**config.mk**
```make
export PLATFORM = sky130hd
export DESIGN_NAME = modbus_tx_framer
export DESIGN_NICKNAME = d
export VERILOG_FILES = /design/src/rtl/modbus_pkg.sv /design/src/rtl/modbus_crc16.sv /design/src/rtl/modbus_tx_framer.sv
export SDC_FILE = /design/constraint.sdc
export NUM_CORES = 1
export LEC_CHECK = 0
export ABC_AREA = 1
export CORE_MARGIN = 2
export CORE_UTILIZATION = 50
export DETAILED_ROUTE_END_ITERATION = 12
export PLACE_DENSITY = 0.76
export SLEW_MARGIN = 20
export SYNTH_ARGS = -nofsm -noshare
export SYNTH_HDL_FRONTEND = slang
export SYNTH_SLANG_ARGS = --single-unit
export TNS_END_PERCENT = 10
```
**constraint.sdc**
```tcl
create_clock -name clk_in -period 2.25 [get_ports clk_in]
set_input_delay 0.45 -clock clk_in [delete_from_list [all_inputs] [get_ports clk_in]]
set_output_delay 0.45 -clock clk_in [all_outputs]
set_load 0.02 [all_outputs]
```
**src/rtl/modbus_pkg.sv**
```systemverilog
// Shared Modbus RTU constants, framer state encoding and the byte-wise CRC16 step
// used by both the transmit framer and the receiver's CRC check.
package modbus_pkg;

    localparam logic [7:0]  FC_READ_HOLD     = 8'h03;
    localparam logic [7:0]  FC_READ_INPUT    = 8'h04;
    localparam logic [7:0]  FC_WRITE_SINGLE  = 8'h06;
    localparam logic [7:0]  EXC_ILLEGAL_FUNC = 8'h01;
    localparam logic [7:0]  EXC_FLAG         = 8'h80;
    localparam logic [15:0] CRC_INIT         = 16'hFFFF;
    localparam logic [15:0] CRC_POLY         = 16'hA001;

    typedef enum logic [3:0] {
        ST_IDLE,
        ST_LOAD,
        ST_HDR,
        ST_BCNT,
        ST_RDREQ,
        ST_DHI,
        ST_DLO,
        ST_ECHO,
        ST_ECODE,
        ST_CRCL,
        ST_CRCH
    } tx_state_e;

    typedef enum logic [1:0] {
        FT_RD,
        FT_WR,
        FT_EXC
    } frame_type_e;

    // Reflected CRC16: fold the byte into the low end, then shift out eight bits LSB-first.
    function automatic logic [15:0] crc16_update(input logic [15:0] crc, input logic [7:0] d);
        logic [15:0] c;
        c = crc ^ {8'h00, d};
        for (int i = 0; i < 8; i++) begin
            c = c[0] ? ((c >> 1) ^ CRC_POLY) : (c >> 1);
        end
        return c;
    endfunction

endpackage

```
**src/rtl/modbus_crc16.sv**
```systemverilog
// Modbus CRC16 accumulator: one byte per enabled cycle, synchronous re-init.
module modbus_crc16
    import modbus_pkg::*;
(
    input  logic        clk_in,
    input  logic        rst_n_in,
    input  logic        init_i,
    input  logic        en_i,
    input  logic [7:0]  data_i,
    output logic [15:0] crc_o
);

    logic [15:0] crc_q;

    always_ff @(posedge clk_in or negedge rst_n_in) begin
        if (!rst_n_in) begin
            crc_q <= CRC_INIT;
        end else if (init_i) begin
            crc_q <= CRC_INIT;
        end else if (en_i) begin
            crc_q <= crc16_update(crc_q, data_i);
        end
    end

    assign crc_o = crc_q;

endmodule

```
**src/rtl/modbus_tx_framer.sv**
```systemverilog
// Modbus RTU slave reply framer: builds read/echo/exception frames, pulls register
// words from the handler's DPRAM and streams bytes plus CRC over valid/ready.
//
// state    | meaning
// IDLE     | waiting for tx_start; request fields latched on acceptance
// LOAD     | CRC cleared, slave address presented
// HDR      | slave address, then function byte
// BCNT     | read reply byte count
// RDREQ    | DPRAM read bubble, word captured at end of cycle
// DHI/DLO  | high / low byte of the current register word
// ECHO     | write-single echo: addr hi/lo, data hi/lo
// ECODE    | exception code byte
// CRCL/CRCH| CRC low / high byte; frame_done after CRCH is accepted
module modbus_tx_framer
    import modbus_pkg::*;
#(
    parameter logic [7:0] SADDR   = 8'h01,
    parameter logic [7:0] MAX_QTY = 8'd125
) (
    input  logic        clk_in,
    input  logic        rst_n_in,
    input  logic        tx_start,
    input  logic [7:0]  func_code,
    input  logic [15:0] addr,
    input  logic [15:0] data,
    input  logic [7:0]  tx_quantity,
    input  logic [7:0]  exception_code,
    output logic [7:0]  dpram_raddr,
    input  logic [15:0] dpram_rdata,
    output logic [7:0]  tx_data,
    output logic        tx_valid,
    input  logic        tx_ready,
    output logic        tx_busy,
    output logic        frame_done
);

    tx_state_e   state_q;
    frame_type_e ftype_q;
    logic [7:0]  func_q;
    logic [7:0]  code_q;
    logic [15:0] addr_q;
    logic [15:0] data_q;
    logic [7:0]  words_left_q;
    logic [7:0]  raddr_q;
    logic [7:0]  lo_byte_q;
    logic [1:0]  sel_q;
    logic [7:0]  tx_data_q;
    logic        tx_valid_q;
    logic        busy_q;
    logic        done_q;

    logic        xfer;
    logic        payload_st;
    logic        crc_init;
    logic        crc_en;
    logic [15:0] crc_q;
    logic [7:0]  func_byte;
    logic [7:0]  byte_count;

    assign xfer       = tx_valid_q && tx_ready;
    assign payload_st = (state_q == ST_HDR)  || (state_q == ST_BCNT) ||
                        (state_q == ST_DHI)  || (state_q == ST_DLO)  ||
                        (state_q == ST_ECHO) || (state_q == ST_ECODE);
    assign crc_init   = (state_q == ST_LOAD);
    assign crc_en     = xfer && payload_st;
    assign func_byte  = (ftype_q == FT_EXC) ? (func_q | EXC_FLAG) : func_q;
    // qty is clamped to 125, so the doubled count never reaches bit 8.
    assign byte_count = {words_left_q[6:0], 1'b0};

    modbus_crc16 u_crc (
        .clk_in   (clk_in),
        .rst_n_in (rst_n_in),
        .init_i   (crc_init),
        .en_i     (crc_en),
        .data_i   (tx_data),
        .crc_o    (crc_q)
    );

    always_ff @(posedge clk_in or negedge rst_n_in) begin
        if (!rst_n_in) begin
            state_q      <= ST_IDLE;
            ftype_q      <= FT_EXC;
            func_q       <= 8'h00;
            code_q       <= 8'h00;
            addr_q       <= 16'h0000;
            data_q       <= 16'h0000;
            words_left_q <= 8'h00;
            raddr_q      <= 8'h00;
            lo_byte_q    <= 8'h00;
            sel_q        <= 2'd0;
            tx_data_q    <= 8'h00;
            tx_valid_q   <= 1'b0;
            busy_q       <= 1'b0;
            done_q       <= 1'b0;
        end else begin
            done_q <= 1'b0;
            if (done_q) begin
                busy_q <= 1'b0;
            end
            case (state_q)
                ST_IDLE: begin
                    if (tx_start && !busy_q) begin
                        busy_q       <= 1'b1;
                        func_q       <= func_code;
                        addr_q       <= addr;
                        data_q       <= data;
                        words_left_q <= (tx_quantity > MAX_QTY) ? MAX_QTY : tx_quantity;
                        if (exception_code != 8'h00) begin
                            ftype_q <= FT_EXC;
                            code_q  <= exception_code;
                        end else if ((func_code == FC_READ_HOLD) || (func_code == FC_READ_INPUT)) begin
                            ftype_q <= FT_RD;
                        end else if (func_code == FC_WRITE_SINGLE) begin
                            ftype_q <= FT_WR;
                        end else begin
                            ftype_q <= FT_EXC;
                            code_q  <= EXC_ILLEGAL_FUNC;
                        end
                        state_q <= ST_LOAD;
                    end
                end
                ST_LOAD: begin
                    tx_data_q  <= SADDR;
                    tx_valid_q <= 1'b1;
                    sel_q      <= 2'd0;
                    raddr_q    <= 8'h00;
                    state_q    <= ST_HDR;
                end
                ST_HDR: begin
                    if (xfer) begin
                        if (!sel_q[0]) begin
                            tx_data_q <= func_byte;
                            sel_q     <= 2'd1;
                        end else begin
                            case (ftype_q)
                                FT_RD: begin
                                    tx_data_q <= byte_count;
                                    state_q   <= ST_BCNT;
                                end
                                FT_WR: begin
                                    tx_data_q <= addr_q[15:8];
                                    sel_q     <= 2'd0;
                                    state_q   <= ST_ECHO;
                                end
                                default: begin
                                    tx_data_q <= code_q;
                                    state_q   <= ST_ECODE;
                                end
                            endcase
                        end
                    end
                end
                ST_BCNT: begin
                    if (xfer) begin
                        if (words_left_q == 8'd0) begin
                            state_q <= ST_CRCL;
                        end else begin
                            tx_valid_q <= 1'b0;
                            state_q    <= ST_RDREQ;
                        end
                    end
                end
                ST_RDREQ: begin
                    lo_byte_q  <= dpram_rdata[7:0];
                    tx_data_q  <= dpram_rdata[15:8];
                    tx_valid_q <= 1'b1;
                    state_q    <= ST_DHI;
                end
                ST_DHI: begin
                    if (xfer) begin
                        tx_data_q <= lo_byte_q;
                        // Advance the address a byte early so the registered DPRAM
                        // output is ready by the next RDREQ; stop on the last word.
                        if (words_left_q != 8'd1) begin
                            raddr_q <= raddr_q + 8'd1;
                        end
                        state_q <= ST_DLO;
                    end
                end
                ST_DLO: begin
                    if (xfer) begin
                        words_left_q <= words_left_q - 8'd1;
                        if (words_left_q == 8'd1) begin
                            state_q <= ST_CRCL;
                        end else begin
                            tx_valid_q <= 1'b0;
                            state_q    <= ST_RDREQ;
                        end
                    end
                end
                ST_ECHO: begin
                    if (xfer) begin
                        sel_q <= sel_q + 2'd1;
                        case (sel_q)
                            2'd0:    tx_data_q <= addr_q[7:0];
                            2'd1:    tx_data_q <= data_q[15:8];
                            2'd2:    tx_data_q <= data_q[7:0];
                            default: state_q   <= ST_CRCL;
                        endcase
                    end
                end
                ST_ECODE: begin
                    if (xfer) begin
                        state_q <= ST_CRCL;
                    end
                end
                ST_CRCL: begin
                    if (xfer) begin
                        tx_data_q <= crc_q[15:8];
                        state_q   <= ST_CRCH;
                    end
                end
                ST_CRCH: begin
                    if (xfer) begin
                        tx_data_q  <= 8'h00;
                        tx_valid_q <= 1'b0;
                        done_q     <= 1'b1;
                        state_q    <= ST_IDLE;
                    end
                end
                default: begin
                    state_q <= ST_IDLE;
                end
            endcase
        end
    end

    // The CRC only settles on the edge that accepts the last payload byte,
    // so the low CRC byte is taken straight from the accumulator while in CRCL.
    assign tx_data     = (state_q == ST_CRCL) ? crc_q[7:0] : tx_data_q;
    assign tx_valid    = tx_valid_q;
    assign dpram_raddr = raddr_q;
    assign tx_busy     = busy_q;
    assign frame_done  = done_q;

endmodule

```
# After elaboration in Yosys (flattened, before gate mapping)

Index checks and enable logic that the tools add are counted.

Add/subtract/negate cells: 3
Multipliers: 0
Div/mod/pow operators: 0
$lt $le $gt $ge: 1
Eq/ne operators: 37
Shifts and indexed selects: 0
Mux-type cells: 65
Bitwise operators: 9
Reductions and logical operators: 32

Operators by type and width:

| cell                                                           | number |
|---|---|
| 2-to-1 mux 16 bit                                              | 10 |
| 2-to-1 mux 8 bit                                               | 16 |
| one-hot mux 8 bit (7 select lines)                             | 1 |
| 2-to-1 mux 4 bit                                               | 13 |
| one-hot mux 8 bit (2 select lines)                             | 3 |
| one-hot mux 4 bit (11 select lines)                            | 1 |
| inequality test 2 bit (second input constant)                  | 15 |
| inverter 2 -> 3 bit                                            | 8 |
| one-hot mux 8 bit (3 select lines)                             | 1 |
| == test 4 x 3 -> 1 bit (second input constant)                 | 4 |
| == test 8 x 3 -> 1 bit (second input constant)                 | 2 |
| bitwise XOR 16 x 8 -> 16 bit                                   | 1 |
| 2-to-1 mux 2 bit                                               | 7 |
| == test 4 bit (second input constant)                          | 3 |
| AND reduction 11 bit                                           | 1 |
| 2-to-1 mux 1 bit                                               | 10 |
| AND reduction 3 bit                                            | 3 |
| adder 8 x 1 -> 8 bit (second input constant)                   | 1 |
| == test 4 x 2 -> 1 bit (second input constant)                 | 2 |
| == test 8 x 1 -> 1 bit (second input constant)                 | 1 |
| == test 8 x 2 -> 1 bit (second input constant)                 | 1 |
| greater-than comparator 8 x 7 -> 1 bit (second input constant) | 1 |
| logical NOT 8 bit                                              | 1 |
| inequality test 8 x 1 -> 1 bit (second input constant)         | 1 |
| other kinds (27)                                               | 40 |

Register bits: 107
Bits in latches: 0
Memory bits (writable): 0
Memory bits (read-only): 0
Output and inout bits: 19
Word-level logic and storage cells: 163
Memories kept: 0

# Logic depth before layout (Yosys ltp)

Depth after elaboration: 21
Mapped depth: 18
Mapped depth without buffers: 17

# Modules after synthesis

A second synthesis with hierarchy kept.

Cell total of the unflattened synthesis: 906
Area total of the unflattened synthesis: 6,343.6 sq um

Modules (own cells, without submodules):

| module           | instances | cells each | area each (sq um) |
|---|---|---|---|
| modbus_tx_framer | 1         | 758        | 5,270.1 |
| modbus_crc16     | 1         | 148        | 1,073.5 |

# Worst setup path before layout

OpenSTA, ideal clock, no wires.

Path type: register to output
From: register state_q[1]
To: output tx_data[0]
Data arrival time: 1.676 ns
Data required time: 1.800 ns
Path slack: 0.124 ns
Stages on the path, launching flop included: 7
Path buffers: 3
Path through: dfrtp_1 nor2_4 nand2_4 buf_8 buf_2 clkbuf_1 o21ai_0

Word-level cells in the longest chain between the ends: 2

RTL lines:

| what                   | RTL line                | text |
|---|---|---|
| start, declared        | modbus_tx_framer.sv:37  | `tx_state_e state_q;` |
| start signal, assigned | modbus_tx_framer.sv:81  | `state_q <= ST_IDLE;` |
| start signal, assigned | modbus_tx_framer.sv:119 | `state_q <= ST_LOAD;` |
| start signal, assigned | modbus_tx_framer.sv:127 | `state_q <= ST_HDR;` |
| == test 4 bit          | modbus_tx_framer.sv:230 | `assign tx_data = (state_q == ST_CRCL) ? crc_q[7:0] : tx_data_q;` |
| 2-to-1 mux 8 bit       | modbus_tx_framer.sv:230 |  |
| end, declared          | modbus_tx_framer.sv:30  | `output logic [7:0] tx_data,` |

Every way passes these cells.

# Final worst setup path

From: register state_q[0]
To: output tx_data[2]

The elaborated chain is that of the path after synthesis.

==> results.ini <==
[outcome]
status=finished, final reports clean

[worst_setup_path]
r2r_start=state_q[3]$_DFFE_PN0P_
reg2reg_slack_ps=150
cp-end-kind=output port
cp_num_cells=5
reg2regPathDepth=11
cp.required_ps=1800
r2r-end=u_crc.crc_o[5]$_DFFE_PN1P_
crit_family=buffers and inverters
worst_ep_arrival_time_ps=1720
slowest_delay_ps=370
cp-start-kind=register
path_cells=inv_2 -> nor2_4 -> nand2_8 -> o21ai_1 -> dlygate4sd2_1
worstPathMaxFanout=11
path_buf_inv=2
cp_slowest_cell=dfrtp_1
path_class=reg -> out

[final_layout]
nets=962
final_util_pct=65.0
n_antenna_cell=0
drive_gt1_share_pct=13.9
final_area_um2=7450
multiInputGateArea_um2=2730
seqCellArea_um2=2700
fillers=1007
synthToLayoutAreaGrowth_pct=26.8

[die]
fp-row-count=39
die_area_um2=12600
initial_utilization_pct=51.3
die_w_um=112
die_y_um=112
core_area_um2=11500
io_pins=95

[clocking]
root_buffer=clkbuf_16
cts.sinks=107
cts.reportedPaths.clkPinSlew_ps=70
tritoncts=yes
cts_made_buffers=9
htreeDepth=3
cts_hold_buf=0
cts_buffer_depth=2
clk_latency_ps=350

[global_route]
grt_max_degree=50
grt-ovfl-total=0
grt.total_usage_pct=25.3
grt_pass1_wl_um=25800
grt_pass1_vias=5330
grt_antenna_before_repair=0

[sta]
period_share_pct=96.6
max_freq_mhz=460
slew_viol_final=0
hold_violations=0
fin_hold_ws_ps=42.7
slew_headroom_pct=59.5
clock_skew_ps=7.93
rsz0062_at_grt=yes
setup_slack_ps=76.4
worstMarginPinSlew_ps=605
period_minus_slack_ps=2170
setup_viol=0

[detailed_routing]
wl_um=15900
vias=5612
vias_per_cell=5.48
drtIter0Drc=436
drc=0
postRouteAntennaNets=0
drt-wirelength-per-cell_um=15.5
drt_pass1_iterations=5

[power]
vdd_ir_drop_max_uv=587
p_leak_uw=0.00362
p_per_area_nw_per_um2=502
power_uw=3740

[synthesis]
ys_types=47
yosysTopAreaCell=dfrtp_1
ys.flop_type=dfrtp_1
synthArstFlopShare_pct=100
synth_area_um2=5880
synth.avg_cell_area_um2=7.65
ys_ff_latch=107
synthCells=768
syn_nets=852
synth_seq_area_share_pct=45.9
ys_warn_count=0
post-synth-top-area-fraction_pct=38.3
synth.area.top_cells=dfrtp_1 38%, nand2_1 15%, dfstp_2 7.6%, o21ai_0 5.4%, inv_1 5.4%
synth_edf_count=0

[worst_hold_path]
min-delay-path-class=in -> async

[placed_design]
place_ws_ps=49.1
finalWeightedCongestion=0.916
place_area_um2=7120
place_hpwl_um=12100
port_buffers=94

[flow_run]
drv_cap=0

layout make-up:
| class | instances | area share, % |
|---|---|---|
| Multi-Input combinational cell | 538 | 36.7 |
| Sequential cell | 107 | 36.2 |
| Timing Repair Buffer | 120 | 15.6 |
| Inverter | 102 | 5.14 |
| Clock buffer | 10 | 3.21 |
| Tap cell | 143 | 2.40 |
| Clock inverter | 5 | 0.823 |
worst max-delay path by stage:
stage,startpoint,end,slack (ps)
after detailed placement,state_q[3]$_DFFE_PN0P_,tx_data[2],50
final,state_q[0]$_DFFE_PN0P_,tx_data[2],80
after CTS,state_q[0]$_DFFE_PN0P_,tx_data[7],-50
after floorplan,state_q[1]$_DFFE_PN0P_,tx_data[0],120
after global placement,state_q[3]$_DFFE_PN0P_,tx_data[3],100
after global routing,state_q[0]$_DFFE_PN0P_,tx_data_q[4]$_DFFE_PN0P_,-20
timing repair:
| item | CTS | global route |
|---|---|---|
| setup endpoints to repair | 8 | 14 |
| gates resized for setup | 12 | 16 |
| buffers inserted | 0 | 1 |
| pin swaps | 0 | 3 |
| cloned | 0 | 1 |
flip-flops by register name, summed over array words and instances (netlist names), 2 cells and up:
name	flops
state_q	4
words_left_q	8
data_q	16
dpram_raddr	8
func_q	8
code_q	8
u_crc.crc_o	16
lo_byte_q	8
tx_data_q	8
sel_q	2
addr_q	16
ftype_q	2
Yosys cell counts, types with 2 or more instances:
master     instances
dfstp_2           17
nor2_4             5
dfrtp_1           90
a211oi_1           2
o221ai_1           2
mux2_2             2
nand4_1            7
nor3_1            12
o2111ai_1          5
nand2_2           10
o22ai_1           10
a21oi_1           33
nor2_1            44
ha_1               8
clkinv_1           2
nor4_1             3
a31oi_1            7
nand3_2            8
a22oi_1            6
xor2_1             4
clkbuf_1          14
o21ai_1            8
a221oi_1           6
o21ai_0           64
o211ai_1           5
o21ai_2            2
nand3_1           25
nand2_4            2
inv_1             84
nor2_2             5
inv_2             16
buf_2              5
nand2_1          241
through the flow:
stage	TNS, ps	instances
finish	0	1025
global route	-45.4	1025
floorplan	0	768
global placement	0	1008
detailed placement	0	1008
CTS	-46.2	1023
power breakdown:
group	leakage (uW)	internal, uW	switching, uW
clock	0.000149	896	722
sequential	0.00130	1920	0
combinational	0.00216	124	77.1
total	0.00362	2940	799
per-layer routing:
layer  up-vias  part of all wire (%)  track usage, %  wire length [um]
li1       2724                     -               -                 -
met1      2641                    45            35.0              7190
met2       223                    47            41.3              7510
met3        24                   6.0            5.56               946
met4         0                   1.5            5.69               239
met5         -                     0               0                 0
placed cells by master, fill, tap and decap left out, types with 6 or more instances in the layout:
cell type | synthesis | layout
nor2_4 | 5 | 6
nand3_1 | 25 | 25
clkdlybuf4s50_1 | 0 | 85
nand4_1 | 7 | 7
ha_1 | 8 | 8
inv_2 | 16 | 18
a21oi_1 | 33 | 32
a31oi_1 | 7 | 7
nand3_2 | 8 | 8
nor2_1 | 44 | 43
buf_4 | 1 | 23
dfrtp_1 | 90 | 90
a22oi_1 | 6 | 6
nand2_1 | 241 | 240
o21ai_1 | 8 | 8
a221oi_1 | 6 | 6
clkbuf_16 | 0 | 9
nand2_2 | 10 | 11
dfstp_2 | 17 | 17
inv_1 | 84 | 82
o21ai_0 | 64 | 63
nor3_1 | 12 | 12
o22ai_1 | 10 | 10
cell families after synthesis:
family,Yosys count,share of synthesized area (%)
flops,107,45.9
mux,2,0.383
compound gates,159,16.1
xor+xnor,5,0.745
simple gates,363,26.9
fa+ha+maj,8,1.70
buf+inv,124,8.28
Note: power is estimated with default switching activity, not from simulation.
